**config.mk**
```make
export PLATFORM = sky130hd
export DESIGN_NAME = pipe_ctrl
export DESIGN_NICKNAME = d
export VERILOG_FILES = /design/src/rtl/pipe_ctrl_pkg.sv /design/src/rtl/pipe_ctrl_hazard_cmp.sv /design/src/rtl/pipe_ctrl.sv
export SDC_FILE = /design/constraint.sdc
export NUM_CORES = 1
export LEC_CHECK = 0
export CAP_MARGIN = 10
export CORE_MARGIN = 2
export CORE_UTILIZATION = 46
export DETAILED_ROUTE_END_ITERATION = 8
export GPL_TIMING_DRIVEN = 1
export PLACE_DENSITY = 0.85
export SLEW_MARGIN = 20
export SYNTH_ARGS = -nofsm -noshare
export SYNTH_HDL_FRONTEND = slang
export SYNTH_SLANG_ARGS = --single-unit
```
**constraint.sdc**
```tcl
create_clock -name clk -period 6.2 [get_ports clk]
set_input_delay 1.86 -clock clk [delete_from_list [all_inputs] [get_ports clk]]
set_output_delay 1.86 -clock clk [all_outputs]
set_load 0.05 [all_outputs]
```
**src/rtl/pipe_ctrl_pkg.sv**
```systemverilog
// Shared definitions for the pipeline controller: FSM state encoding and
// operand forward-select codes.
package pipe_ctrl_pkg;

   typedef enum logic [1:0] {
      ST_RUN    = 2'd0,
      ST_DRAIN  = 2'd1,
      ST_HALTED = 2'd2
   } state_e;

   localparam logic [1:0] FWD_REG    = 2'b00;
   localparam logic [1:0] FWD_EX_MEM = 2'b01;
   localparam logic [1:0] FWD_MEM_WB = 2'b10;

   // The youngest producer (EX) wins when both stages write the same register.
   function automatic logic [1:0] fwd_sel(input logic ex_m, input logic mem_m);
      if (ex_m)
         return FWD_EX_MEM;
      else if (mem_m)
         return FWD_MEM_WB;
      return FWD_REG;
   endfunction

endpackage

```
**src/rtl/pipe_ctrl_hazard_cmp.sv**
```systemverilog
// Compares one ID source operand against the EX and MEM destinations.
// Register 0 never matches.
module hazard_cmp #(
   parameter int RA_W = 5
) (
   input  logic [RA_W-1:0] i_rs,
   input  logic            i_use,
   input  logic [RA_W-1:0] i_ex_rd,
   input  logic            i_ex_wen,
   input  logic [RA_W-1:0] i_mem_rd,
   input  logic            i_mem_wen,
   output logic            o_ex_match,
   output logic            o_mem_match
);

   logic w_live;

   assign w_live      = i_use && (i_rs != '0);
   assign o_ex_match  = w_live && i_ex_wen  && (i_rs == i_ex_rd);
   assign o_mem_match = w_live && i_mem_wen && (i_rs == i_mem_rd);

endmodule

```
**src/rtl/pipe_ctrl.sv**
```systemverilog
// Pipeline hazard/branch/halt controller. Define FORWARD_EN to enable operand
// forwarding (stall only on load-use); otherwise any EX/MEM match stalls.
module pipe_ctrl
   import pipe_ctrl_pkg::*;
#(
   parameter int RA_W      = 5,
   parameter int DRAIN_CYC = 3
) (
   input  logic            clk,
   input  logic            rst_n,
   input  logic [RA_W-1:0] id_rs1,
   input  logic [RA_W-1:0] id_rs2,
   input  logic            id_use1,
   input  logic            id_use2,
   input  logic            id_halt,
   input  logic [RA_W-1:0] ex_rd,
   input  logic [RA_W-1:0] mem_rd,
   input  logic            ex_wen,
   input  logic            mem_wen,
   input  logic            ex_load,
   input  logic            ex_br_taken,
   output logic            pc_stall,
   output logic            ifid_stall,
   output logic            ifid_flush,
   output logic            idex_bubble,
   output logic            pc_sel,
   output logic [1:0]      fwd_a,
   output logic [1:0]      fwd_b,
   output logic [15:0]     stall_cnt,
   output logic            halt,
   output state_e          dbg_state
);

   localparam int CNT_W = (DRAIN_CYC > 1) ? $clog2(DRAIN_CYC) : 1;
   localparam logic [CNT_W-1:0] DRAIN_LAST = CNT_W'(DRAIN_CYC - 1);

   state_e           r_state;
   logic [CNT_W-1:0] r_drain_cnt;
   logic [15:0]      r_stall_cnt;
   logic             r_halt;

   logic       w_ex1, w_mem1, w_ex2, w_mem2;
   logic       w_hazard;
   logic       w_run_stall;
   logic [1:0] w_fwd_a, w_fwd_b;

   hazard_cmp #(.RA_W(RA_W)) u_cmp_rs1 (
      .i_rs(id_rs1), .i_use(id_use1),
      .i_ex_rd(ex_rd), .i_ex_wen(ex_wen),
      .i_mem_rd(mem_rd), .i_mem_wen(mem_wen),
      .o_ex_match(w_ex1), .o_mem_match(w_mem1)
   );

   hazard_cmp #(.RA_W(RA_W)) u_cmp_rs2 (
      .i_rs(id_rs2), .i_use(id_use2),
      .i_ex_rd(ex_rd), .i_ex_wen(ex_wen),
      .i_mem_rd(mem_rd), .i_mem_wen(mem_wen),
      .o_ex_match(w_ex2), .o_mem_match(w_mem2)
   );

`ifdef FORWARD_EN
   // A load's data is not available until MEM, so only load-use must wait.
   assign w_hazard = ex_load && (w_ex1 || w_ex2);
   assign w_fwd_a  = fwd_sel(w_ex1, w_mem1);
   assign w_fwd_b  = fwd_sel(w_ex2, w_mem2);
`else
   logic w_unused;
   assign w_unused = ex_load;
   assign w_hazard = w_ex1 || w_mem1 || w_ex2 || w_mem2;
   assign w_fwd_a  = FWD_REG;
   assign w_fwd_b  = FWD_REG;
`endif

   assign w_run_stall = w_hazard && !ex_br_taken;

   always_comb begin
      pc_stall    = 1'b0;
      ifid_stall  = 1'b0;
      ifid_flush  = 1'b0;
      idex_bubble = 1'b0;
      pc_sel      = 1'b0;
      fwd_a       = FWD_REG;
      fwd_b       = FWD_REG;
      if (rst_n) begin
         fwd_a = w_fwd_a;
         fwd_b = w_fwd_b;
         case (r_state)
            ST_RUN: begin
               if (ex_br_taken) begin
                  pc_sel      = 1'b1;
                  ifid_flush  = 1'b1;
                  idex_bubble = 1'b1;
               end else if (w_hazard) begin
                  pc_stall    = 1'b1;
                  ifid_stall  = 1'b1;
                  idex_bubble = 1'b1;
               end
            end
            default: begin
               pc_stall    = 1'b1;
               ifid_stall  = 1'b1;
               idex_bubble = 1'b1;
            end
         endcase
      end
   end

   always_ff @(posedge clk or negedge rst_n) begin
      if (!rst_n) begin
         r_state     <= ST_RUN;
         r_drain_cnt <= '0;
         r_stall_cnt <= '0;
         r_halt      <= 1'b0;
      end else begin
         case (r_state)
            ST_RUN: begin
               if (w_run_stall && (r_stall_cnt != 16'hFFFF))
                  r_stall_cnt <= r_stall_cnt + 16'd1;
               if (id_halt && !w_hazard && !ex_br_taken) begin
                  r_state     <= ST_DRAIN;
                  r_drain_cnt <= '0;
               end
            end
            ST_DRAIN: begin
               if (r_drain_cnt == DRAIN_LAST) begin
                  r_state <= ST_HALTED;
                  r_halt  <= 1'b1;
               end else begin
                  r_drain_cnt <= r_drain_cnt + CNT_W'(1);
               end
            end
            ST_HALTED: r_halt <= 1'b1;
            default:   r_state <= ST_RUN;
         endcase
      end
   end

   assign stall_cnt = r_stall_cnt;
   assign halt      = r_halt;
   assign dbg_state = r_state;

endmodule

```
Word level (Yosys, flattened, before mapping)
Index checks and enable logic that the tools add are counted.

Add/sub/neg operators: 2. Bitwise operators: 1. Multiplexer cells: 18. Reduce and logical (&&, ||, !) cells: 28. Eq/ne operators: 11.

Operators by type and width (count): $eq 5x5->1 (4); $add 16x1->16 const B (1); $ne 16x16->1 const B (1); $logic_and 1x1->1 (14); $mux 1 (11); $reduce_bool 5->1 (2); $mux 2 (4); $ne 2x2->1 const B (3); $pmux 2 s3 (1); $reduce_and 3->1 (2); $eq 2x2->1 const B (2); $pmux 2 s2 (1); $reduce_and 2->1 (2); $reduce_bool 2->1 (2); $logic_or 1x1->1 (3); $add 2x1->2 const B (1); $eq 2x1->1 const B (1); $logic_not 1->1 (2); $logic_not 2->1 (1); $pmux 1 s2 (1); $not 1->1 (1).

Output and inout bits: 28. Bits in registers: 21. Word-level logic and storage cells: 64. Input port bits: 29.

Logic depth before layout (Yosys ltp)
Gate-level depths: netlist (run 1).

Depth after elaboration: 12. Mapped depth: 7. Mapped depth without buffers: 6.

Cells and area by module
From an unflattened synthesis (run 1), not the netlist that was laid out.

Cell total of the unflattened synthesis: 142. Area total of the unflattened synthesis: 1398.8 um2.

By module, submodules not included: pipe_ctrl (area an instance 1131.1 um2, instances 1, cells an instance 106); hazard_cmp (area an instance 133.9 um2, instances 2, cells an instance 18).

Least setup slack after synthesis (run 1)
Ideal clock, no wire load.

Path kind: in2out. Start point: input port mem_rd[4]. End point: output port pc_stall. Buffers on the path: 1. Required time: 4340 ps. Arrival: 3576 ps. Setup slack: 764 ps. Cell stages on the path: 7. Cells stage by stage: xor2_1 nor4_1 a32oi_1 o22ai_2 nor2b_1 o31a_1 buf_4.

Word-level cells in the longest chain between the ends: 9. Elaborated cells between the ends (all ways): 11. Classes of those cells: 2 x eq/ne; 4 x mux; 5 x reduce/logical.

Ends and longest elaborated chain: from (decl) (line pipe_ctrl.sv:17) `input logic [RA_W-1:0] mem_rd,`; $eq 5x5->1 (line pipe_ctrl_hazard_cmp.sv:20) `assign o_mem_match = w_live && i_mem_wen && (i_rs == i_mem_rd);`; $logic_and 1x1->1 (line pipe_ctrl_hazard_cmp.sv:20); $logic_or 1x1->1 (2 in series) (line pipe_ctrl.sv:69) `assign w_hazard = w_ex1 || w_mem1 || w_ex2 || w_mem2;`; $logic_or 1x1->1 (*) (line pipe_ctrl.sv:69); $mux 1 (*) (4 in series); to (decl) (line pipe_ctrl.sv:22) `output logic pc_stall,`.

Every way passes the cells marked *; elsewhere a longest branch is shown, timed or not.

Worst setup path after layout (run 1)
Start point: input port id_rs2[0]. End point: output port ifid_stall.

Word-level cells in the longest chain between the ends: 10. Elaborated cells between the ends (all ways): 14. Classes of those cells: 2 x eq/ne; 4 x mux; 8 x reduce/logical.

Ends and longest elaborated chain: from (decl) (line pipe_ctrl.sv:12) `input logic [RA_W-1:0] id_rs2,`; $reduce_bool 5->1 (line pipe_ctrl_hazard_cmp.sv:18) `assign w_live = i_use && (i_rs != '0);`; $logic_and 1x1->1 (line pipe_ctrl_hazard_cmp.sv:18); $logic_and 1x1->1 (2 in series) (line pipe_ctrl_hazard_cmp.sv:19) `assign o_ex_match = w_live && i_ex_wen && (i_rs == i_ex_rd);`; $logic_or 1x1->1 (line pipe_ctrl.sv:69); $logic_or 1x1->1 (*) (line pipe_ctrl.sv:69); $mux 1 (*) (line pipe_ctrl.sv:93) `end else if (w_hazard) begin`; $mux 1 (*) (line pipe_ctrl.sv:89) `if (ex_br_taken) begin`; $mux 1 (*) (line pipe_ctrl.sv:87) `case (r_state)`; $mux 1 (*) (line pipe_ctrl.sv:84) `if (rst_n) begin`; to (decl) (line pipe_ctrl.sv:23) `output logic ifid_stall,`.

Marked as above.

==> flow_metrics.py, run 1 <==
metrics = {
    "sta": {
        "fin_skew_ns": 0.003394,
        "fmax_mhz": 173.1,
        "setup_viol": 0,
        "rsz0062_at_grt": "false",
        "tightest_slew_ns": 0.5102,
        "finalHoldViolations": 0,
        "setup_tns_ns": 0,
        "slew_headroom": 0.6588,
        "timing.final.crit_share": 0.9316,
        "drv_slew": 0,
        "min_period_ns": 5.776,
    },
    "cts": {
        "cts-buffers-inserted": 3,
        "clockBufferDepth": 2,
        "clock_latency_ns": 0.31,
        "holdBufCountCts": 0,
        "cts_resized": 0,
        "ctsHtreeMaxLevel": 1,
        "cts_tree": "done",
        "clkSinkCount": 21,
        "clkTransAtPathRegs_ns": 0.12,
        "cts_root_buf": "clkbuf_4",
        "cts_setup_buffers": 0,
    },
    "drt": {
        "drt_pass1_iterations": 4,
        "routed_wl_um": 3507,
        "drcViolationCount": 0,
        "viasPerCell": 5.699,
        "ant_nets": 0,
        "drt_iter0_markers": 23,
        "post_drt_wl_per_cell_um": 16.01,
        "vias": 1248,
    },
    "synthesis": {
        "synth_top_flop_cell": "dfrtp_1",
        "synth-edff-count": 0,
        "syn_avg_cell_area_sq_um": 10.02,
        "synth_compound_area_frac": 0.06979,
        "yosysSeqAreaShare": 0.3857,
        "synthTopCellsByArea": "dfrtp_1 (39%), xnor2_1 (13%), xor2_1 (10%), buf_4 (3.9%), and3_1 (3.7%)",
        "muxShareOfSynthArea": 0.01561,
        "synth.most_common_cell": "dfrtp_1",
        "ys_ff_latch": 21,
        "syn-cell-area_sq_mm": 0.001363,
        "synth_fa_ha_area_frac": 0.01837,
        "synth_xor_area_frac": 0.2314,
        "yosys.area_share.simple": 0.2213,
        "ys.warnings.count": 0,
        "synthArstFlopShare": 1.000,
        "synth_top_family_by_area": "XOR/XNOR gates",
        "netlist_instances": 136,
        "synth_top_area_share": 0.3857,
        "synth_top_area_cell": "dfrtp_1",
        "netlist_top_cells_count": "dfrtp_1 (21), xnor2_1 (20), xor2_1 (16)",
        "synthDistinctLibCells": 34,
    },
    "critical_path": {
        "worst_setup_path_start_kind": "input pin",
        "critPathKind": "in -> out",
        "path_cells": "clkdlybuf4s50_1, or4_1, o21ai_0, o22ai_2, nor2b_1, o31a_1, buf_12",
        "crit_arrival_ns": 3.92,
        "endpoint_kind": "primary output",
        "worstPathRequired_ns": 4.34,
        "rrSetupSlack_ns": 4.03,
        "cp_top_family": "simple AND/OR/NAND/NOR gates",
        "critPathSlowestCell": "or4_1",
        "cp_max_fo": 3,
        "cpPeakStageDelay_ns": 0.54,
        "critical_path_buf_inv_count": 2,
    },
    "layout": {
        "finalNonFillerCells": 219,
        "drive_gt1_frac": 0.07979,
        "design_area_sq_mm": 0.001927,
        "nNetsFinal": 220,
        "antennaDiodeCount": 0,
        "syn2layout_area_growth_pct": 41.41,
    },
    "grt": {
        "antenna_found_initial": 0,
        "gr-total-overflow": 0,
        "gr-usage-met1": 0.2669,
        "use_met3": 0.04835,
        "grt.total_usage": 0.2321,
        "grt_pass1_vias": 1334,
        "busiest_layer": "met2",
        "grt_max_degree": 19,
        "grt_pass1_wl_um": 6016,
        "grtUsageMet2": 0.4029,
    },
    "floorplanning": {
        "coreArea_sq_mm": 0.002781,
        "initial_core_util": 0.4899,
        "die_w_um": 58.43,
        "die_y_um": 58.43,
        "die_area_sq_mm": 0.003413,
        "rows": 19,
        "io_pins": 57,
    },
    "outcome": {
        "status": "completed",
    },
    "placement": {
        "port_buffers": 51,
        "place_area_sq_mm": 0.001899,
        "gp_congestion": 0.8168,
        "dpl.hpwl_um": 2801,
        "dp.cells": 215,
    },
    "power": {
        "vdd_drop_max_mv": 0.2599,
        "power.leakage_nw": 0.8052,
        "power_density_mw_per_mm2": 254.7,
    },
    "hold_path": {
        "worstHoldPathType": "reg -> reg",
    },
    "job": {
        "drv_cap": 0,
    },
}
-- area by class of cell --
| cell class | instances | area (sq um) |
|---|---|---|
| Inverter | 3 | 11.26 |
| Fill cell | 232 | 854.6 |
| Tap cell | 31 | 38.79 |
| Multi-Input combinational cell | 107 | 773.2 |
| Clock inverter | 1 | 5.005 |
| Clock buffer | 3 | 22.52 |
| Sequential cell | 21 | 525.5 |
| Timing Repair Buffer | 53 | 550.5 |
-- state kept, by name, indices dropped and copies added (netlist names) --
name	count
stall_cnt	16
dbg_state	2
r_drain_cnt	2
halt	1
-- logic make-up after synthesis --
family          after synthesis
simple gates                 52
xor+xnor                     36
flops                        21
compound gates               11
buf+inv                      11
fa+ha+maj                     2
mux                           2
other cells                   1
-- placed cells by master (no fill, tap or decap), types with 5 or more instances in the layout --
cell type        Yosys  routed
dfrtp_1             21      21
xor2_1              16      16
nand2_1              6       6
clkdlybuf4s50_1      0      46
and3_1               8       8
nand4_1              5       5
xnor2_1             20      20
nand3_1             10      10
-- routing by layer --
metal  wire length (um)  vias to the layer above  part of all wire
met3                211                       12             0.060
li1                   -                      573                 -
met5                  0                        -                 0
met2               1844                       56              0.53
met4                102                        0             0.029
met1               1350                      607              0.38
-- path summary, 6_finish.rpt --
kind / startpoint / endpoint / depth (start not counted)
min in group asynchronous: rst_n / dbg_state[0] / 1
hold / removal: halt / halt / 1
setup reg to reg: stall_cnt[7] / stall_cnt[1] / 6
setup / recovery: id_rs2[0] / ifid_stall / 7
hold reg to reg: halt / halt / 1
max in group asynchronous: rst_n / stall_cnt[0] / 2
-- metrics by stage --
stage | hold slack (ns) | setup slack, ns | power [mW] | util
final | 0.4810 | 0.4239 | 0.4907 | 0.6928
after global placement | 0.4375 | 0.4767 | 0.4140 | 0.6829
after floorplan | 0.4241 | 0.7640 | 0.3351 | -
after detailed placement | 0.4543 | 0.4386 | 0.4246 | 0.6829
after global routing | 0.4846 | 0.3532 | 0.5155 | 0.6928
after CTS | 0.4735 | 0.4393 | 0.4935 | 0.6928
-- power by group --
part / total (mW) / switching, mW / internal [mW]
clock: 0.0684 / 0.0442 / 0.0242
sequential: 0.175 / 0.0199 / 0.155
combinational: 0.248 / 0.149 / 0.0986
No activity file was read; power rests on OpenSTA's default activity.
==> inputs of run 2 (changes only) <==
CORE_UTILIZATION = 47   (was 46)
CTS_BUF_LIST = sky130_fd_sc_hd__clkbuf_4   (was unset)
PLACE_DENSITY = 0.87   (was 0.85)
==> run 2 against run 1 <==
Utilization is 0.60 points higher. Global-route usage down 0.71 points. Power down 0.74%. Design area unchanged. Highest routed layer unchanged. Largest cell class unchanged. Clock power decreased by 3.8%.
==> flow_metrics.py, run 2 (synthesis gave the netlist of run 1 again) <==
metrics = {
    "outcome": {
        "status": "completed",
    },
    "drt": {
        "drcViolationCount": 0,
        "drt_pass1_iterations": 4,
        "drt_iter0_markers": 37,
        "vias": 1197,
        "post_drt_wl_per_cell_um": 15.36,
        "ant_nets": 0,
        "highest_layer": "met4",
        "routed_wl_um": 3363,
        "drt-met1-wl_um": 1395,
        "viasPerCell": 5.466,
        "wl_met3_um": 204,
        "routed-wl-met2_um": 1697,
    },
    "sta": {
        "rsz0062_at_grt": "false",
        "timing.final.crit_share": 0.9225,
        "fmax_mhz": 174.8,
        "finalHoldViolations": 0,
        "setup_viol": 0,
        "slew_headroom": 0.6563,
        "hold_slack_ns": 0.4648,
        "min_period_ns": 5.720,
        "fin_skew_ns": 0.006368,
        "drv_slew": 0,
        "tightest_slew_ns": 0.5139,
        "fin_ws_ns": 0.4803,
        "setup_tns_ns": 0,
    },
    "critical_path": {
        "critPathKind": "in -> out",
        "path_cells": "clkdlybuf4s50_1, or4_1, o21ai_0, o22ai_2, nor2b_1, o31a_1, buf_12",
        "worstPathRequired_ns": 4.34,
        "cp_top_family": "simple AND/OR/NAND/NOR gates",
        "worst_setup_path_start_kind": "input pin",
        "cp.depth": 7,
        "rr_worst_depth": 6,
        "critical_path_buf_inv_count": 2,
        "critPathSlowestCell": "or4_1",
        "cpPeakStageDelay_ns": 0.53,
        "cp_max_fo": 3,
        "crit_arrival_ns": 3.86,
        "endpoint_kind": "primary output",
    },
    "hold_path": {
        "holdPathStages": 1,
        "worstHoldPathType": "reg -> reg",
    },
    "layout": {
        "drive_gt1_frac": 0.07979,
        "antennaDiodeCount": 0,
        "nNetsFinal": 220,
        "finalNonFillerCells": 219,
        "postLayoutCoreUtil": 0.6987,
        "design_area_sq_mm": 0.001927,
        "layout_commonest_cell": "clkdlybuf4s50_1",
        "final_cell_mix": "clkdlybuf4s50_1 (46), dfrtp_1 (21), xnor2_1 (20)",
        "largest_reg_flops": 16,
        "syn2layout_area_growth_pct": 41.41,
    },
    "placement": {
        "port_buffers": 51,
        "gp_congestion": 0.9237,
        "place_area_sq_mm": 0.001899,
        "dpl.hpwl_um": 2652,
        "dp.cells": 215,
        "place_ws_ns": 0.4759,
    },
    "grt": {
        "grt_pass1_wl_um": 5865,
        "grt_max_degree": 25,
        "gr-total-overflow": 0,
        "grt_pass1_vias": 1252,
        "grt.total_usage": 0.2250,
        "antenna_found_initial": 0,
    },
    "floorplanning": {
        "coreArea_sq_mm": 0.002758,
        "io_pins": 57,
        "die_y_um": 57.84,
        "rows": 19,
        "die_area_sq_mm": 0.003345,
        "die_w_um": 57.84,
        "initial_core_util": 0.4941,
    },
    "power": {
        "power.leakage_nw": 0.8052,
        "total_power_mw": 0.4871,
        "vdd_drop_max_mv": 0.3745,
        "power_density_mw_per_mm2": 252.8,
    },
    "cts": {
        "cts-buffers-inserted": 3,
        "clkSinkCount": 21,
        "cts_resized": 0,
        "clock_latency_ns": 0.30,
        "holdBufCountCts": 0,
        "clockBufferDepth": 2,
        "cts_root_buf": "clkbuf_4",
        "cts_tree": "done",
        "cts_setup_buffers": 0,
        "clkTransAtPathRegs_ns": 0.12,
        "ctsHtreeMaxLevel": 1,
    },
    "job": {
        "drv_cap": 0,
    },
}
## run 2: layout make-up
type,count,area (sq um)
Fill cell,212,830.8
Sequential cell,21,525.5
Inverter,3,11.26
Timing Repair Buffer,53,550.5
Tap cell,31,38.79
Clock buffer,3,22.52
Clock inverter,1,5.005
Multi-Input combinational cell,107,773.2
## run 2: path summary, 6_finish.rpt
path | start | slack [ns] | endpoint
setup / recovery | id_rs2[0] | 0.48 | ifid_stall
hold / removal | r_drain_cnt[0] | 0.46 | r_drain_cnt[0]
setup reg to reg | stall_cnt[7] | 4.02 | stall_cnt[1]
hold reg to reg | r_drain_cnt[0] | 0.46 | r_drain_cnt[0]
max in group asynchronous | rst_n | 4.07 | stall_cnt[2]
min in group asynchronous | rst_n | 1.89 | dbg_state[0]
## run 2: where the power goes
part           total (mW)  internal, mW  leakage, nW  switching, mW
logic               0.249        0.0995        0.506          0.149
registers           0.173         0.155        0.281         0.0179
clock network      0.0658        0.0241       0.0177         0.0417
total               0.487         0.278        0.805          0.209
## run 2: layer usage
metal | track usage | up-vias
li1 | - | 576
met1 | 0.2974 | 564
met2 | 0.3701 | 49
met3 | 0.04018 | 8
met4 | 0.08306 | 0
met5 | 0 | -
